==> src/rtl/logic_unit_pipe.sv <==
// Registered WIDTH-bit bitwise logic unit with a one-deep valid/ready output stage
// and an optional accumulator that can stand in for operand B.
module logic_unit_pipe #(
  parameter int unsigned      WIDTH    = 8,
  parameter logic [WIDTH-1:0] ACC_INIT = '0
) (
  input  logic             clk,
  input  logic             rst_n,
  input  logic             in_valid,
  output logic             in_ready,
  input  logic [WIDTH-1:0] x,
  input  logic [WIDTH-1:0] y,
  input  logic [2:0]       op,
  input  logic             acc_en,
  input  logic             acc_clr,
  output logic             out_valid,
  input  logic             out_ready,
  output logic [WIDTH-1:0] result,
  output logic             zero,
  output logic             parity,
  output logic [WIDTH-1:0] acc_q
);

  localparam logic [2:0] OP_AND  = 3'd0;
  localparam logic [2:0] OP_OR   = 3'd1;
  localparam logic [2:0] OP_XOR  = 3'd2;
  localparam logic [2:0] OP_NOR  = 3'd3;
  localparam logic [2:0] OP_NAND = 3'd4;
  localparam logic [2:0] OP_XNOR = 3'd5;
  localparam logic [2:0] OP_NOTX = 3'd6;
  localparam logic [2:0] OP_PASS = 3'd7;

  function automatic logic [WIDTH-1:0] logic_op(input logic [2:0] sel,
                                                input logic [WIDTH-1:0] a,
                                                input logic [WIDTH-1:0] b);
    logic [WIDTH-1:0] r;
    case (sel)
      OP_AND:  r = a & b;
      OP_OR:   r = a | b;
      OP_XOR:  r = a ^ b;
      OP_NOR:  r = ~(a | b);
      OP_NAND: r = ~(a & b);
      OP_XNOR: r = ~(a ^ b);
      OP_NOTX: r = ~a;
      OP_PASS: r = a;
      default: r = a;
    endcase
    return r;
  endfunction

  function automatic logic even_parity(input logic [WIDTH-1:0] v);
    return ^v;
  endfunction

  logic             out_valid_q, out_valid_d;
  logic [WIDTH-1:0] result_q, result_d;
  logic             zero_q, zero_d;
  logic             parity_q, parity_d;
  logic [WIDTH-1:0] acc_reg_q, acc_reg_d;

  logic             accept_s;
  logic             fire_s;
  logic [WIDTH-1:0] op_b_s;
  logic [WIDTH-1:0] res_s;

  // Handshake qualifiers; in_ready depends only on the output stage and out_ready.
  always_comb begin
    in_ready = !out_valid_q || out_ready;
    accept_s = in_valid && in_ready;
    fire_s   = out_valid_q && out_ready;
  end

  // Next-state for the output stage and the accumulator.
  always_comb begin
    if (acc_en) begin
      op_b_s = acc_reg_q;
    end else begin
      op_b_s = y;
    end
    res_s = logic_op(op, x, op_b_s);

    out_valid_d = out_valid_q;
    result_d    = result_q;
    zero_d      = zero_q;
    parity_d    = parity_q;
    if (accept_s) begin
      out_valid_d = 1'b1;
      result_d    = res_s;
      zero_d      = (res_s == {WIDTH{1'b0}});
      parity_d    = even_parity(res_s);
    end else if (fire_s) begin
      out_valid_d = 1'b0;
    end else begin
      out_valid_d = out_valid_q;
    end

    // A clear wins over an accumulate landing on the same edge.
    if (acc_clr) begin
      acc_reg_d = ACC_INIT;
    end else if (accept_s && acc_en) begin
      acc_reg_d = res_s;
    end else begin
      acc_reg_d = acc_reg_q;
    end
  end

  // State registers with synchronous active-low reset.
  always_ff @(posedge clk) begin
    if (!rst_n) begin
      out_valid_q <= 1'b0;
      result_q    <= {WIDTH{1'b0}};
      zero_q      <= 1'b1;
      parity_q    <= 1'b0;
      acc_reg_q   <= ACC_INIT;
    end else begin
      out_valid_q <= out_valid_d;
      result_q    <= result_d;
      zero_q      <= zero_d;
      parity_q    <= parity_d;
      acc_reg_q   <= acc_reg_d;
    end
  end

  assign out_valid = out_valid_q;
  assign result    = result_q;
  assign zero      = zero_q;
  assign parity    = parity_q;
  assign acc_q     = acc_reg_q;

endmodule

==> config.mk <==
export PLATFORM = sky130hd
export DESIGN_NAME = logic_unit_pipe
export DESIGN_NICKNAME = d
export VERILOG_FILES = /design/src/rtl/logic_unit_pipe.sv
export SDC_FILE = /design/constraint.sdc
export NUM_CORES = 1
export LEC_CHECK = 0
export CAP_MARGIN = 20
export CORE_UTILIZATION = 44
export DETAILED_ROUTE_END_ITERATION = 12
export GPL_ROUTABILITY_DRIVEN = 1
export PLACE_DENSITY = 0.76
export REMOVE_ABC_BUFFERS = 1
export SETUP_SLACK_MARGIN = 0.3
export SLEW_MARGIN = 20
export SYNTH_ARGS = -nofsm -noshare
export SYNTH_HDL_FRONTEND = slang
export SYNTH_SLANG_ARGS = --single-unit
==> constraint.sdc <==
create_clock -name clk -period 2.5 [get_ports clk]
set_clock_uncertainty 0.1 [all_clocks]
set_input_delay 0.25 -clock clk [delete_from_list [all_inputs] [get_ports clk]]
set_output_delay 0.25 -clock clk [all_outputs]
set_load 0.02 [all_outputs]
==> results of run 1 <==
## cell usage in the layout, fill, tap and decap left out, types with 3 or more instances in the layout
cell type | Yosys | layout
nor2_1 | 15 | 15
o22ai_2 | 0 | 5
dlygate4sd2_1 | 0 | 11
a21oi_1 | 16 | 15
ha_1 | 20 | 15
ha_4 | 0 | 3
mux2_2 | 6 | 4
clkbuf_8 | 0 | 3
nor2b_1 | 3 | 3
buf_12 | 1 | 3
mux2i_1 | 14 | 5
clkdlybuf4s50_1 | 0 | 31
o21ai_0 | 7 | 7
nand2_1 | 14 | 14
dfxtp_2 | 0 | 4
xor2_1 | 7 | 7
inv_1 | 19 | 18
buf_4 | 3 | 39
a211oi_2 | 6 | 6
mux2i_2 | 0 | 5
buf_6 | 0 | 6
o21ai_1 | 7 | 7
nand2b_1 | 7 | 5
mux2i_4 | 0 | 4
dfxtp_1 | 19 | 15
## critical path, cell delays in order (launching register included)
cell     delay (ns)
dfxtp_1        0.42
mux2i_4        0.13
ha_4           0.19
or2_2          0.28
a21oi_2        0.16
o32a_1         0.18
nor2_1         0.05
ha_1           0.34
xnor2_2        0.15
xnor2_1        0.15
nand2_1        0.07
o211a_1        0.15
## per-layer routing
metal / wire (um) / GRT usage (%) / vias to the layer above / share of wire (%)
met5: 0 / 0 / - / 0
met4: 110 / 9.17 / 0 / 2.0
met3: 369 / 3.35 / 13 / 6.7
met2: 2690 / 43.2 / 89 / 49
met1: 2370 / 33.2 / 881 / 43
li1: - / - / 889 / -
## cell families (layout without fill, tap and decap cells)
family,Yosys count,in the layout,synth area share [%]
adder cells (fa/ha/maj),20,20,14.6
buffers and inverters,30,116,9.11
XOR/XNOR,11,11,5.61
AND/OR/NAND/NOR,49,49,14.3
flip-flops,19,19,22.2
multiplexers,20,20,12.1
AO/OA/AOI/OAI,55,55,22.2
## how the worst max path moves through the flow
stage	from	to	slack (ns)	depth (start not counted)
floorplan	acc_q[7]	parity	0.1	11
global placement	acc_en	parity	-0.55	12
detailed placement	acc_en	parity	-0.62	12
CTS	acc_q[5]	parity	0.13	10
global route	acc_q[7]	parity	-0.07	12
finish	acc_q[7]	parity	0.04	11
## power breakdown
group	total [uW]	switching, uW	internal, uW
Combinational	597	269	327
Sequential	338	13.2	325
Clock	206	93.1	113
## flip-flops by register name (all words and copies together) (netlist names)
register and count:
result 8, acc_q 8, out_valid 1, zero 1, parity 1
## synthesized netlist by cell type (2+ instances only)
master    count
ha_1         20
dfxtp_1      19
inv_1        19
a21oi_1      16
nor2_1       15
mux2i_1      14
nand2_1      14
nand2b_1      7
o21ai_0       7
o21ai_1       7
xor2_1        7
a211oi_2      6
mux2_2        6
o22ai_1       6
buf_2         4
xnor2_1       4
buf_4         3
nor2b_1       3
a31oi_1       2
a32o_1        2
clkbuf_1      2
o32a_1        2
## per-stage QoR
stage	util, %	total power (uW)	hold WS, ns	instance area, um^2
3_5_place_dp	65.5	789	0.360	2420
2_1_floorplan	-	578	0.239	1630
6_report	77.2	1140	0.390	2850
4_1_cts	74.9	1070	0.393	2760
3_3_place_gp	65.5	781	0.361	2420
5_1_grt	77.2	1210	0.422	2850
## area by class of cell
class	instances	share of cell area, %
clock buffers	4	1.58
inverters	19	2.51
multi-input cells	155	48.7
flip-flops and latches	19	13.5
well taps	48	2.11
repair buffers	93	31.6
## repair_timing
action | 4_1_cts | 5_1_grt
endpoints found under the hold margin | 0 | 0
buffers inserted | 14 | 0
setup endpoints to repair | 5 | 3
gates resized for setup | 50 | 16
cloned | 2 | 0
pin swaps | 27 | 12
==> flow_metrics.py, run 1 <==
metrics = {
    "logic_synthesis": {
        "postSynthAreaPerCell_um2": 8.41,
        "synth-seq-cells": 19,
        "async_flop_share_pct": 0,
        "synth_edf_count": 0,
        "yosysTopAreaCell": "dfxtp_1",
        "synth_area_um2": 1720,
        "synth.distinct_cells": 41,
        "syn_inst": 204,
        "synth_ff_type": "dfxtp_1",
        "synth_area_leaders": "dfxtp_1 (22%), ha_1 (15%), mux2i_1 (8.2%)",
        "ys_warn_count": 0,
        "ys_seq_area_share_pct": 22.2,
        "yosys.area.top_type_share_pct": 22.2,
    },
    "clock_tree": {
        "clock_latency_ns": 0.25,
        "cts_buffer_depth": 2,
        "cts_made_buffers": 3,
        "clock-sinks": 19,
        "cts_tree": "yes",
        "path_clk_slew_ns": 0.07,
        "cts_hold_buf": 0,
        "root_buffer": "clkbuf_8",
        "htreeDepth": 1,
    },
    "worst_setup_path": {
        "worstSetupEndpointType": "register",
        "r2r_slack_ns": 0.04,
        "r2r_cells": 11,
        "reg2reg_to": "parity",
        "critPathLaunchType": "register",
        "reg2reg_from": "acc_q[7]",
        "critPathRequiredTime_ns": 2.55,
        "crit_path_max_fanout": 3,
        "path_class": "reg2reg",
        "crit_arrival_ns": 2.51,
    },
    "hold_path": {
        "min_to": "acc_q[4]",
        "hold_start": "acc_q[4]",
        "holdPathStages": 2,
        "hold_class": "reg2reg",
    },
    "place": {
        "placedCellCount": 318,
        "place_ws_ns": -0.618,
        "io_buffers": 44,
        "place_hpwl_mm": 3.25,
        "place.gp.congestion": 0.845,
    },
    "die": {
        "ios": 45,
        "coreArea_um2": 3690,
        "die_w_um": 64.5,
        "start_util_pct": 46.5,
        "die_h_um": 64.5,
        "dieArea_um2": 4160,
        "rows": 22,
    },
    "run_status": {
        "status": "completed",
    },
    "finish": {
        "final_cells": 338,
        "multi_input_area_um2": 1390,
        "seqCellArea_um2": 385,
        "fill_cells": 242,
        "area_growth_pct": 65.8,
        "diodes": 0,
        "fin_nets": 336,
        "drive_gt1_share_pct": 34.5,
    },
    "detailed_routing": {
        "wl_per_cell_um": 16.4,
        "wl_mm": 5.54,
        "drtIter0Drc": 113,
        "via_count": 1872,
        "drc": 0,
        "ant_nets": 0,
        "detail_route.vias_per_cell": 5.54,
        "first_pass_iters": 4,
    },
    "sta": {
        "timing.slew.headroom_pct": 54.9,
        "fin_setup_tns_ns": 0,
        "hold_viol": 0,
        "slew_viol_final": 0,
        "finalWorstSetupSlack_ns": 0.0392,
        "finalCritPeriodShare_pct": 98.4,
        "fmax_mhz": 406,
        "rsz0062_at_grt": "true",
        "fin_crit_ns": 2.46,
        "setup_violations": 0,
        "worstMarginPinSlew_ns": 0.676,
    },
    "global_route": {
        "antenna_found_initial": 0,
        "grt_pass1_wl_mm": 8.27,
        "grt_max_degree": 19,
        "grt_use_total_pct": 25.6,
        "grt_pass1_vias": 1742,
        "overflow": 0,
    },
    "power": {
        "cellLeakagePower_uw": 0.00128,
        "power_density_nw_per_um2": 401,
        "ir_drop_uv": 471,
    },
    "run": {
        "cap_violations": 0,
    },
}
Power figures use the tool's default switching activity.
==> inputs of run 2 (changes only) <==
--- a/config.mk
+++ b/config.mk
@@ -5,7 +5,6 @@
 export SDC_FILE = /design/constraint.sdc
 export NUM_CORES = 1
 export LEC_CHECK = 0
-export CAP_MARGIN = 20
 export CORE_UTILIZATION = 44
 export DETAILED_ROUTE_END_ITERATION = 12
 export GPL_ROUTABILITY_DRIVEN = 1
==> results of run 2 <==
No change in the layout: final DEF, timing and power equal those of run 1.
